**config.mk**
```make
export PLATFORM = sky130hd
export DESIGN_NAME = fwd_result_pipe
export DESIGN_NICKNAME = d
export VERILOG_FILES = /design/src/rtl/fwd_result_pipe.sv
export SDC_FILE = /design/constraint.sdc
export NUM_CORES = 1
export LEC_CHECK = 0
export ABC_AREA = 1
export BUFFER_PORTS_ARGS = -buffer_cell sky130_fd_sc_hd__buf_4
export CORE_MARGIN = 10
export CORE_UTILIZATION = 30
export CTS_BUF_LIST = sky130_fd_sc_hd__clkbuf_8
export DETAILED_ROUTE_END_ITERATION = 8
export PLACE_DENSITY_LB_ADDON = 0.15
export SETUP_SLACK_MARGIN = 0.15
export SYNTH_ARGS = -nofsm -noshare
export SYNTH_HDL_FRONTEND = slang
export SYNTH_SLANG_ARGS = --single-unit
```
**constraint.sdc**
```tcl
create_clock -name clk -period 1.1 [get_ports clk]
set_input_delay 0.11 -clock clk [delete_from_list [all_inputs] [get_ports clk]]
set_output_delay 0.11 -clock clk [all_outputs]
set_load 0.05 [all_outputs]
```
**src/rtl/fwd_result_pipe.sv**
```systemverilog
// Forwarding result history: two aged writeback slots feeding operand bypass,
// register-file write from the oldest slot, and load-use stall detection.
module fwd_result_pipe (
    input  logic        clk,
    input  logic        rst_n,
    input  logic        ex_valid,
    input  logic        ex_wb,
    input  logic        ex_load,
    input  logic [2:0]  ex_dst,
    input  logic [15:0] ex_data,
    input  logic [15:0] mem_rdata,
    input  logic [2:0]  id_src,
    input  logic [2:0]  id_dst,
    input  logic        id_use_src,
    input  logic        id_use_dst,
    input  logic        hold,
    input  logic        flush,
    output logic [2:0]  prev_dst,
    output logic [15:0] prev_data,
    output logic        prev_wb,
    output logic [2:0]  pre_prev_dst,
    output logic [15:0] pre_prev_data,
    output logic        pre_prev_wb,
    output logic        rf_we,
    output logic [2:0]  rf_waddr,
    output logic [15:0] rf_wdata,
    output logic        load_stall
);

    typedef struct packed {
        logic        valid;
        logic        wb;
        logic        pend;
        logic [2:0]  dst;
        logic [15:0] data;
    } slotP_t;

    typedef struct packed {
        logic        valid;
        logic        wb;
        logic [2:0]  dst;
        logic [15:0] data;
    } slotPP_t;

    slotP_t  slotP;
    slotPP_t slotPP;
    slotP_t  incoming;
    slotPP_t aged;
    logic    srcHit;
    logic    dstHit;
    logic    shiftEn;

    always_comb begin
        srcHit     = id_use_src & (id_src == slotP.dst);
        dstHit     = id_use_dst & (id_dst == slotP.dst);
        load_stall = slotP.valid & slotP.pend & slotP.wb
                   & (srcHit | dstHit) & ~flush;
    end

    always_comb begin
        incoming = '0;
        if (!load_stall) begin
            incoming.valid = ex_valid;
            incoming.wb    = ex_wb;
            incoming.pend  = ex_valid & ex_load;
            incoming.dst   = ex_dst;
            incoming.data  = ex_data;
        end
    end

    // Load data lands in PP on the edge that retires the load out of P.
    always_comb begin
        aged.valid = slotP.valid;
        aged.wb    = slotP.wb;
        aged.dst   = slotP.dst;
        aged.data  = slotP.pend ? mem_rdata : slotP.data;
    end

    assign shiftEn = flush | ~hold;

    always_ff @(posedge clk or negedge rst_n) begin
        if (!rst_n) begin
            slotP  <= '0;
            slotPP <= '0;
        end else if (shiftEn) begin
            slotPP <= aged;
            slotP  <= flush ? '0 : incoming;
        end
    end

    assign prev_wb       = slotP.valid & slotP.wb & ~slotP.pend;
    assign prev_dst      = slotP.dst;
    assign prev_data     = slotP.data;
    assign pre_prev_wb   = slotPP.valid & slotPP.wb;
    assign pre_prev_dst  = slotPP.dst;
    assign pre_prev_data = slotPP.data;
    assign rf_we         = pre_prev_wb & ~hold;
    assign rf_waddr      = slotPP.dst;
    assign rf_wdata      = slotPP.data;

endmodule

```
Word-level counts from Yosys, hierarchy flattened --
Cells that the tools add are included.
Storage, ports and cells: register bits 43, input bits 50, output and inout bits 61
Cells by class: mux-type cells 3, bitwise logic cells 16, eq/ne operators 2
Operators with widths (number):
- $mux W22 | 2
- $mux W16 | 1
- $and A1 B1 Y1 | 11
- $eq A3 B3 Y1 | 2
- $not A1 Y1 | 3
- $or A1 B1 Y1 | 2

Depth between registers and ports, before layout --
Gate-level depths: netlist of the first run.
word-level depth 7, depth in mapped cells 10, depth with buffers taken out 9

Worst setup path before layout of the first run --
OpenSTA, ideal clock, no wires.
path kind reg2out, from register slotP[19] in the netlist's numbering, to output port prev_wb, stages on the path, launching flop included 4, data required time 0.990 ns, path buffers 2, path slack -0.376 ns, arrival time 1.366 ns, cells stage by stage dfrtp_1 -> buf_4 -> clkbuf_1 -> nor2_1
On the way: cells in the longest elaborated chain, start to end 2
Ends and longest elaborated chain:
- from (decl) | line 45 | slotP_t slotP;
- from (signal assigned) | line 87 | slotP <= flush ? '0 : incoming;
- $not A1 Y1 | line 91 | assign prev_wb = slotP.valid & slotP.wb & ~slotP.pend;
- $and A1 B1 Y1 | line 91
- to (decl) | line 20 | output logic prev_wb,
Every way passes these cells.

Worst setup path in the final report of the first run --
from register slotP, in the netlist prev_dst[0], to output port prev_dst[0]
RTL lines:
- to (decl) | line 18 | output logic [2:0] prev_dst,
No word-level cell between the ends.

==> flow_summary.ini, run 1 <==
[run_status]
status = finished, violations left
violations = negative setup slack

[grt]
grt_pass1_vias = 2307
grt_pass1_wl_microns = 12160
track_usage_pct = 12.98
grt_max_degree = 28
antenna_found_initial = 0
grt_overflow = 0

[sta]
setup_tns_ns = -10.80
fin_worst_skew_ns = 0.008432
rsz0062_at_grt = true
slew_headroom_pct = 73.83
layout_min_cycle_time_ns = 1.547
period_share_pct = 140.6
fmax_mhz = 646.5
fin_ws_ns = -0.4467
setup_viol = 44
hold_violations = 0
worst_pin_slew_ns = 0.3920
slew_viol_final = 0

[placed_design]
dpl_cell_area_sq_mm = 0.003143
io_buffers = 110
gp_congestion = 0.7696
hpwlAfterDp_microns = 5542

[logic_synthesis]
ys_ff_latch = 43
yosysSeqAreaShare_pct = 44.13
synth_area_sq_mm = 0.002439
synth_top_cell_by_area = dfrtp_1
syn_avg_cell_area_sq_um = 8.048
syn-instance-count = 303
synthTopCellsByArea = dfrtp_1 44%, buf_4 18%, nand2_1 14%
yosys_warnings = 0
syn_nets = 353
synth_top_area_share_pct = 44.13
ys_types = 15

[floorplanning]
core_sq_mm = 0.007807
dieArea_sq_mm = 0.01214
die_h_microns = 110.2
placementRows = 32
die_width_microns = 110.2
io_pins = 111
start_util_pct = 31.23

[power]
power.density_mw_per_mm2 = 1227
cellLeakagePower_nw = 2.128
peakVddDrop_mv = 0.6962
power_mw = 5.126

[drt]
ant_nets = 0
dr.pass1.iters = 4
via_per_inst = 4.344
drtIter0Drc = 37
drc = 0
wl_per_cell_microns = 16.00
vias = 2224
drt-total-wl_microns = 8191

[critical_path]
crit_type = reg -> out
endpoint_kind = output pin
crit_path_max_fanout = 4
startpoint_type = flip-flop
required_ns = 0.99
worstPathArrival_ns = 1.44

[final_layout]
design_area_sq_mm = 0.004177
n_antenna_cell = 0
fillers = 729
area_growth_pct = 71.27
fin_nets = 459
final_layout_size_suffix_gt1_share_pct = 57.80

[flow_run]
cap_violations = 0

[clock_network]
cts_buffer_depth = 2
cts_sinks = 43
clkTransAtPathRegs_ns = 0.09
numCtsBuffers = 5
cts_tree = done
cts_root_buffer = clkbuf_8
clk_latency_ns = 0.30
cts_max_level = 2

[min_path]
min_path_type = in -> reg
-- layout by cell type, fill, tap and decap left out, drive strengths merged --
| master | count |
|---|---|
| nor2 | 26 |
| o21ai | 3 |
| dlygate4sd3 | 1 |
| nand3 | 22 |
| clkinvlp | 1 |
| dfrtp | 43 |
| buf | 167 |
| nor3 | 1 |
| bufinv | 2 |
| clkbuf | 6 |
| inv | 14 |
| a21oi | 32 |
| nand2 | 92 |
-- synthesized netlist by cell type --
master	n
buf_6	3
nand3_1	13
a21oi_1	32
nand2_2	1
dfrtp_1	43
o21ai_0	3
nand3_2	9
nor2_1	26
inv_1	9
nor3_4	1
buf_4	60
nand2_1	91
inv_2	5
buf_2	6
clkbuf_1	1
-- routing by layer --
| layer | vias up | wire (microns) | global-route usage [%] | share of wire, % |
|---|---|---|---|---|
| met1 | 1043 | 3297 | 15.03 | 40 |
| met2 | 66 | 4158 | 22.73 | 51 |
| met3 | 6 | 647 | 3.889 | 7.9 |
| met4 | 0 | 88 | 3.578 | 1.1 |
| li1 | 1109 | - | - | - |
| met5 | - | 0 | 0 | 0 |
-- flip-flops by register name, summed over array words and instances (netlist names) --
register,count
prev_data,16
pre_prev_dst,3
slotP,1
aged,2
slotPP,2
prev_dst,3
pre_prev_data,16
-- critical path, stage by stage, from the launching register on --
cell and delay (ns):
dfrtp_1 0.42, buf_4 0.15, buf_4 0.12, buf_6 0.10, buf_6 0.10, buf_6 0.10, buf_8 0.14
-- kinds of logic after synthesis --
group | after synthesis | share of synthesized area (%)
simple gates | 141 | 25.30
compound gates | 35 | 7.183
flops | 43 | 44.13
buf+inv | 84 | 23.40
-- report_power, final --
part | switching [mW] | total (mW) | leakage, nW | internal [mW]
registers | 0.121 | 1.82 | 0.559 | 1.70
clock network | 0.581 | 1.48 | 0.0695 | 0.899
logic | 1.08 | 1.83 | 1.50 | 0.751
-- layout make-up --
class	count	area, sq um	share of cell area (%)
multi-input cells	176	1020	24.42
well taps	102	127.6	3.056
clock buffers	5	68.82	1.648
flip-flops and latches	43	1077	25.79
inverters	14	61.31	1.468
repair buffers	169	1758	42.09
clock inverters	3	63.81	1.528
-- path summary, 6_finish.rpt --
check / from / endpoint / slack [ns] / depth (start not counted)
setup / recovery: prev_dst[0] / prev_dst[0] / -0.45 / 6
hold / removal: ex_data[4] / prev_data[4] / 0.02 / 3
setup reg to reg: prev_dst[0] / prev_data[9] / -0.38 / 12
hold reg to reg: slotPP[19] / slotPP[19] / 0.52 / 2
max in group asynchronous: rst_n / pre_prev_data[9] / 0.42 / 3
min in group asynchronous: rst_n / prev_data[1] / 0.23 / 2
-- per-stage QoR --
| stage | setup slack (ns) | instances | hold WS [ns] | utilization, % |
|---|---|---|---|---|
| 2_1_floorplan | -0.2017 | 303 | -0.1856 | - |
| 3_3_place_gp | -0.1534 | 462 | 0.002245 | 40.26 |
| 3_5_place_dp | -0.1914 | 462 | -0.0004875 | 40.26 |
| 4_1_cts | -0.4045 | 503 | 0.01168 | 50.83 |
| 5_1_grt | -0.5259 | 512 | 0.01382 | 53.49 |
| 6_report | -0.4467 | 512 | 0.01915 | 53.49 |
-- timing repair --
| item | in CTS | in global routing |
|---|---|---|
| setup endpoints to repair | 99 | 99 |
| gates resized for setup | 102 | 28 |
| hold buffers | 1 | 0 |
| buffers inserted | 28 | 8 |
| pin swaps | 6 | 10 |
| cloned | 4 | 1 |
| hold endpoints to repair | 43 | 0 |
No activity file was read; power rests on OpenSTA's default activity.
==> run 2, diff against run 1 <==
Settings changed: CORE_UTILIZATION 30 to 44.
==> run 2 against run 1 <==
  * The flow still finishes with violations (negative setup slack)
  * Die area decreased by 26%
  * Combinational power fell by 4%
  * Total power fell by 11%
  * Maximum frequency grew 1.6%
  * Register-to-register slack worse by 0.04 ns
  * Final area fell by 6.6%
  * Sequential share of layout area is 1.8 points higher
  * Sequential power hardly changed
  * Core utilization up 18 points
  * Highest routed layer unchanged
==> flow_summary.ini, run 2 (same netlist as run 1, synthesis figures left out) <==
[clock_network]
cts_max_level = 2
cts_buffer_depth = 2
clkTransAtPathRegs_ns = 0.08
cts_sinks = 43
numCtsBuffers = 5
cts_root_buffer = clkbuf_8
clk_latency_ns = 0.29
cts_tree = done

[final_layout]
n_antenna_cell = 0
area.sequential_sq_mm = 0.001077
mostFrequentLayoutCells = 89 x nand2_1, 82 x buf_4, 64 x buf_6
final_layout_size_suffix_gt1_share_pct = 56.25
fin_nets = 449
fillers = 423
layout_commonest_cell = nand2_1
multiInputGateArea_sq_mm = 0.001010
area_growth_pct = 60.03

[critical_path]
crit_type = reg -> reg
cp_common_cell = nand2_1
crit_slowest_cell = dfrtp_1
worst_r2r_endpoint = prev_data[13]
critPathTopFamily = simple AND/OR/NAND/NOR gates
endpoint_kind = flip-flop
cpPeakStageDelay_ns = 0.43
worstPathCellList = inv_2 -> nand2_1 -> nand2_1 -> nor2_1 -> nand2_1 -> nand2_1 -> nand2_2 -> buf_4 -> buf_6 -> clkbuf_16 -> nand3_2 -> nand2_1
r2r_cells = 12
worstPathArrival_ns = 1.72
r2r_slack_ns = -0.42
startpoint_type = flip-flop
reg2reg_from = prev_dst[2]
required_ns = 1.29
crit_buf_inv = 4
crit_path_max_fanout = 7

[floorplanning]
core_sq_mm = 0.005439
io_pins = 111
dieArea_sq_mm = 0.008920
die_h_microns = 94.45
die_width_microns = 94.45
start_util_pct = 44.84
placementRows = 27

[drt]
wl_met3_microns = 603
highest_layer = met4
via_per_inst = 4.631
drt-total-wl_microns = 7395
wl_met2_microns = 3753
ant_nets = 0
dr.pass1.iters = 4
wl_met1_microns = 3001
vias = 2186
drc = 0
drtIter0Drc = 62
wl_per_cell_microns = 15.67

[sta]
setup_viol = 40
hold_violations = 0
slew_viol_final = 0
period_share_pct = 138.4
slew_headroom_pct = 62.28
layout_min_cycle_time_ns = 1.523
hold_ws_ns = 0.02620
fin_ws_ns = -0.4229
fmax_mhz = 656.7
fin_worst_skew_ns = 0.005612
rsz0062_at_grt = true
worst_pin_slew_ns = 0.5658

[grt]
grt_overflow = 0
grt_max_degree = 44
grt_pass1_vias = 2273
track_usage_pct = 16.06
antenna_found_initial = 0
grt_pass1_wl_microns = 11400

[power]
cellLeakagePower_nw = 2.018
p_int_mw = 2.831
p_clk_share_pct = 21.8
switching_share_pct = 38.02
power.density_mw_per_mm2 = 1171
seq_power_share_pct = 39.9
switching_power_mw = 1.737
power_frac_comb_pct = 38.3
peakVddDrop_mv = 0.7618

[placed_design]
io_buffers = 110
dpl_worst_slack_ns = -0.2019
gp_congestion = 0.7631
hpwlAfterDp_microns = 4840

[min_path]
min_path_cells = 3
hp-start = ex_data[12]
min_path_type = in -> reg
worstHoldEndpoint = prev_data[12]

[run_status]
violations = negative setup slack
status = finished, violations left

[flow_run]
cap_violations = 0
==> run 2: stage by stage <==
stage	cells	area, sq um	power (mW)	util, %	setup TNS [ns]
floorplan	303	2522	2.968	-	-1.362
global placement	431	3043	3.263	55.95	-3.457
detailed placement	431	3043	3.277	55.95	-4.157
CTS	464	3714	4.545	68.28	-9.433
global route	472	3902	4.779	71.75	-13.00
finish	472	3902	4.568	71.75	-10.15
==> run 2: worst max path at each step <==
stage	slack (ns)	start	to	cells past startpoint
after global placement	-0.17	prev_dst[2]	prev_data[11]	10
after floorplan	-0.20	prev_dst[1]	load_stall	9
after global routing	-0.52	prev_dst[2]	load_stall	9
after CTS	-0.42	prev_dst[2]	load_stall	9
after detailed placement	-0.20	prev_dst[2]	prev_data[8]	10
final	-0.42	prev_dst[2]	prev_data[13]	12
==> run 2: cell type report <==
class                      count  share of cell area (%)
sequential                    43                   27.60
clock buffer                   5                   1.763
timing repair buffer         159                   40.46
clock inverter                 3                  0.4168
inverter                      14                   1.571
multi-input combinational    176                   25.87
tap                           72                   2.308
==> run 2: power groups by stage <==
stage	clock network, mW	registers [mW]	logic [mW]
final	0.996	1.82	1.75
after global routing	1.10	1.84	1.85
after CTS	1.03	1.82	1.70
after detailed placement	0	1.83	1.45
after global placement	0	1.82	1.44
after floorplan	0	1.80	1.17
==> run 2: metal layers <==
layer	vias up	GRT usage [%]
met4	0	3.038
met3	4	6.106
met1	1031	18.61
li1	1086	-
met2	65	27.69
met5	-	0
==> run 2: what timing repair did <==
action | CTS | global route
setup buffers | 23 | 6
setup endpoints to repair | 99 | 99
hold buffers | 1 | 0
pin swaps | 4 | 9
gates resized for setup | 102 | 18
endpoints found under the hold margin | 43 | 0
cloned | 1 | 2
==> run 2: worst min-delay path, stage by stage <==
cell,delay [ns]
buf_4,0.08
nand3_2,0.05
nand2_1,0.05
==> run 3, diff against run 2 <==
Settings changed: CTS_BUF_LIST sky130_fd_sc_hd__clkbuf_8 to sky130_fd_sc_hd__clkbuf_4 sky130_fd_sc_hd__clkbuf_8, PLACE_DENSITY_LB_ADDON 0.15 to 0.08.
==> run 3 against run 2 <==
  * The flow still finishes with violations (negative setup slack)
  * First-iteration DRC count fell by 8.1%
  * Sequential share of layout area down 1.0 points
  * Critical path depth fell by 6
  * Wire length grew 5.6%
  * Maximum frequency shrank 1.0%
  * Clock skew grew 0.0048 ns
  * Cell count is 1.9% higher
  * Sequential cell count did not move
==> flow_summary.ini, run 3 (same netlist as run 1, synthesis figures left out) <==
[run_status]
status = finished, violations left
violations = negative setup slack

[grt]
grt_pass1_wl_microns = 11750
track_usage_pct = 16.56
grt_max_degree = 39
antenna_found_initial = 0
grt_overflow = 0
grt_pass1_vias = 2332

[min_path]
worstHoldEndpoint = prev_data[5]
min_path_cells = 3
min_path_type = in -> reg
hp-start = ex_data[5]

[sta]
fmax_mhz = 650.0
hold_violations = 0
fin_worst_skew_ns = 0.01037
period_share_pct = 139.9
slew_headroom_pct = 75.69
layout_min_cycle_time_ns = 1.538
slew_viol_final = 0
setup_viol = 44
fin_ws_ns = -0.4385
rsz0062_at_grt = true
setup_tns_ns = -10.05
worst_pin_slew_ns = 0.3642

[floorplanning]
die_width_microns = 94.45
dieArea_sq_mm = 0.008920
core_sq_mm = 0.005439
die_h_microns = 94.45
start_util_pct = 44.84
io_pins = 111
placementRows = 27

[power]
peakVddDrop_mv = 0.6545
cellLeakagePower_nw = 2.096
power.density_mw_per_mm2 = 1222
power_mw = 4.950

[final_layout]
n_antenna_cell = 0
layout_commonest_cell = buf_4
mostFrequentLayoutCells = 89 x buf_4, 86 x nand2_1, 63 x buf_6
design_area_sq_mm = 0.004050
fin_nets = 458
fillers = 399
instances_no_fill = 481
final_layout_size_suffix_gt1_share_pct = 57.70
area_growth_pct = 66.08

[clock_network]
numCtsBuffers = 5
clk_latency_ns = 0.30
cts_sinks = 43
cts_tree = done
clkTransAtPathRegs_ns = 0.09
cts_max_level = 2
cts_root_buffer = clkbuf_8
cts_buffer_depth = 2

[drt]
drc = 0
ant_nets = 0
drt-total-wl_microns = 7812
dr.pass1.iters = 4
drtIter0Drc = 57
via_per_inst = 4.740
vias = 2280
wl_per_cell_microns = 16.24

[critical_path]
crit_type = reg -> out
startpoint_type = flip-flop
worstPathArrival_ns = 1.43
worst_r2r_endpoint = prev_data[2]
required_ns = 0.99
worstPathCellList = buf_4 -> buf_6 -> buf_6 -> buf_6 -> buf_6 -> buf_8
r2r_cells = 11
r2r_slack_ns = -0.33
cp_common_cell = buf_6
crit_slowest_cell = dfrtp_1
cpPeakStageDelay_ns = 0.43
crit_path_max_fanout = 4
reg2reg_from = prev_dst[0]
endpoint_kind = output pin

[placed_design]
gp_congestion = 0.8079
io_buffers = 110
hpwlAfterDp_microns = 5004
dp.cells = 434
dpl_cell_area_sq_mm = 0.003103

[flow_run]
cap_violations = 0
[run 3: routing by layer]
layer / routed length (microns) / up-vias / part of all wire [%] / track usage (%)
met2: 4070 / 73 / 52 / 28.72
li1: - / 1107 / - / -
met1: 3051 / 1093 / 39 / 18.97
met3: 644 / 7 / 8.2 / 6.265
met5: 0 / - / 0 / 0
met4: 46 / 0 / 0.59 / 3.418
[run 3: critical path, delay by kind of cell (launching register included)]
family	cells	cell delay (ns)
buffers and inverters	6	0.70
DFF	1	0.43
[run 3: how the worst max path moves through the flow]
stage	startpoint	end	slack (ns)	cells after the start
floorplan	prev_dst[1]	load_stall	-0.20	9
global placement	prev_dst[2]	prev_dst[2]	-0.17	10
detailed placement	prev_dst[2]	slotP[19]	-0.23	10
CTS	prev_dst[2]	load_stall	-0.41	9
global route	prev_dst[2]	load_stall	-0.52	9
finish	prev_dst[2]	prev_dst[2]	-0.44	6
[run 3: layout make-up]
class / instances / area, sq um / share of cell area [%]
repair buffers: 168 / 1678 / 41.43
multi-input cells: 176 / 1026 / 25.33
inverters: 14 / 61.31 / 1.514
well taps: 72 / 90.09 / 2.224
clock inverters: 2 / 35.03 / 0.8650
flip-flops and latches: 43 / 1077 / 26.60
clock buffers: 6 / 82.58 / 2.039
[run 3: power breakdown]
part	internal [mW]	total [mW]	switching (mW)
clock	0.735	1.30	0.566
sequential	1.70	1.82	0.125
combinational	0.748	1.83	1.08
[run 3: through the flow]
stage               util, %  setup WS (ns)  hold slack (ns)
finish                74.47        -0.4385          0.01891
global route          74.47        -0.5243          0.02451
global placement      57.05        -0.1707          0.02079
detailed placement    57.05        -0.2274          0.01765
CTS                   70.53        -0.4058          0.02381
floorplan                 -        -0.2017          -0.1856
[run 3: what timing repair did]
| item | 4_1_cts | 5_1_grt |
|---|---|---|
| pin swaps | 11 | 10 |
| hold buffers | 1 | 0 |
| buffers inserted | 22 | 13 |
| cloned | 2 | 1 |
| gates resized for setup | 105 | 18 |
| endpoints found under the hold margin | 43 | 0 |
| setup endpoints to repair | 99 | 99 |
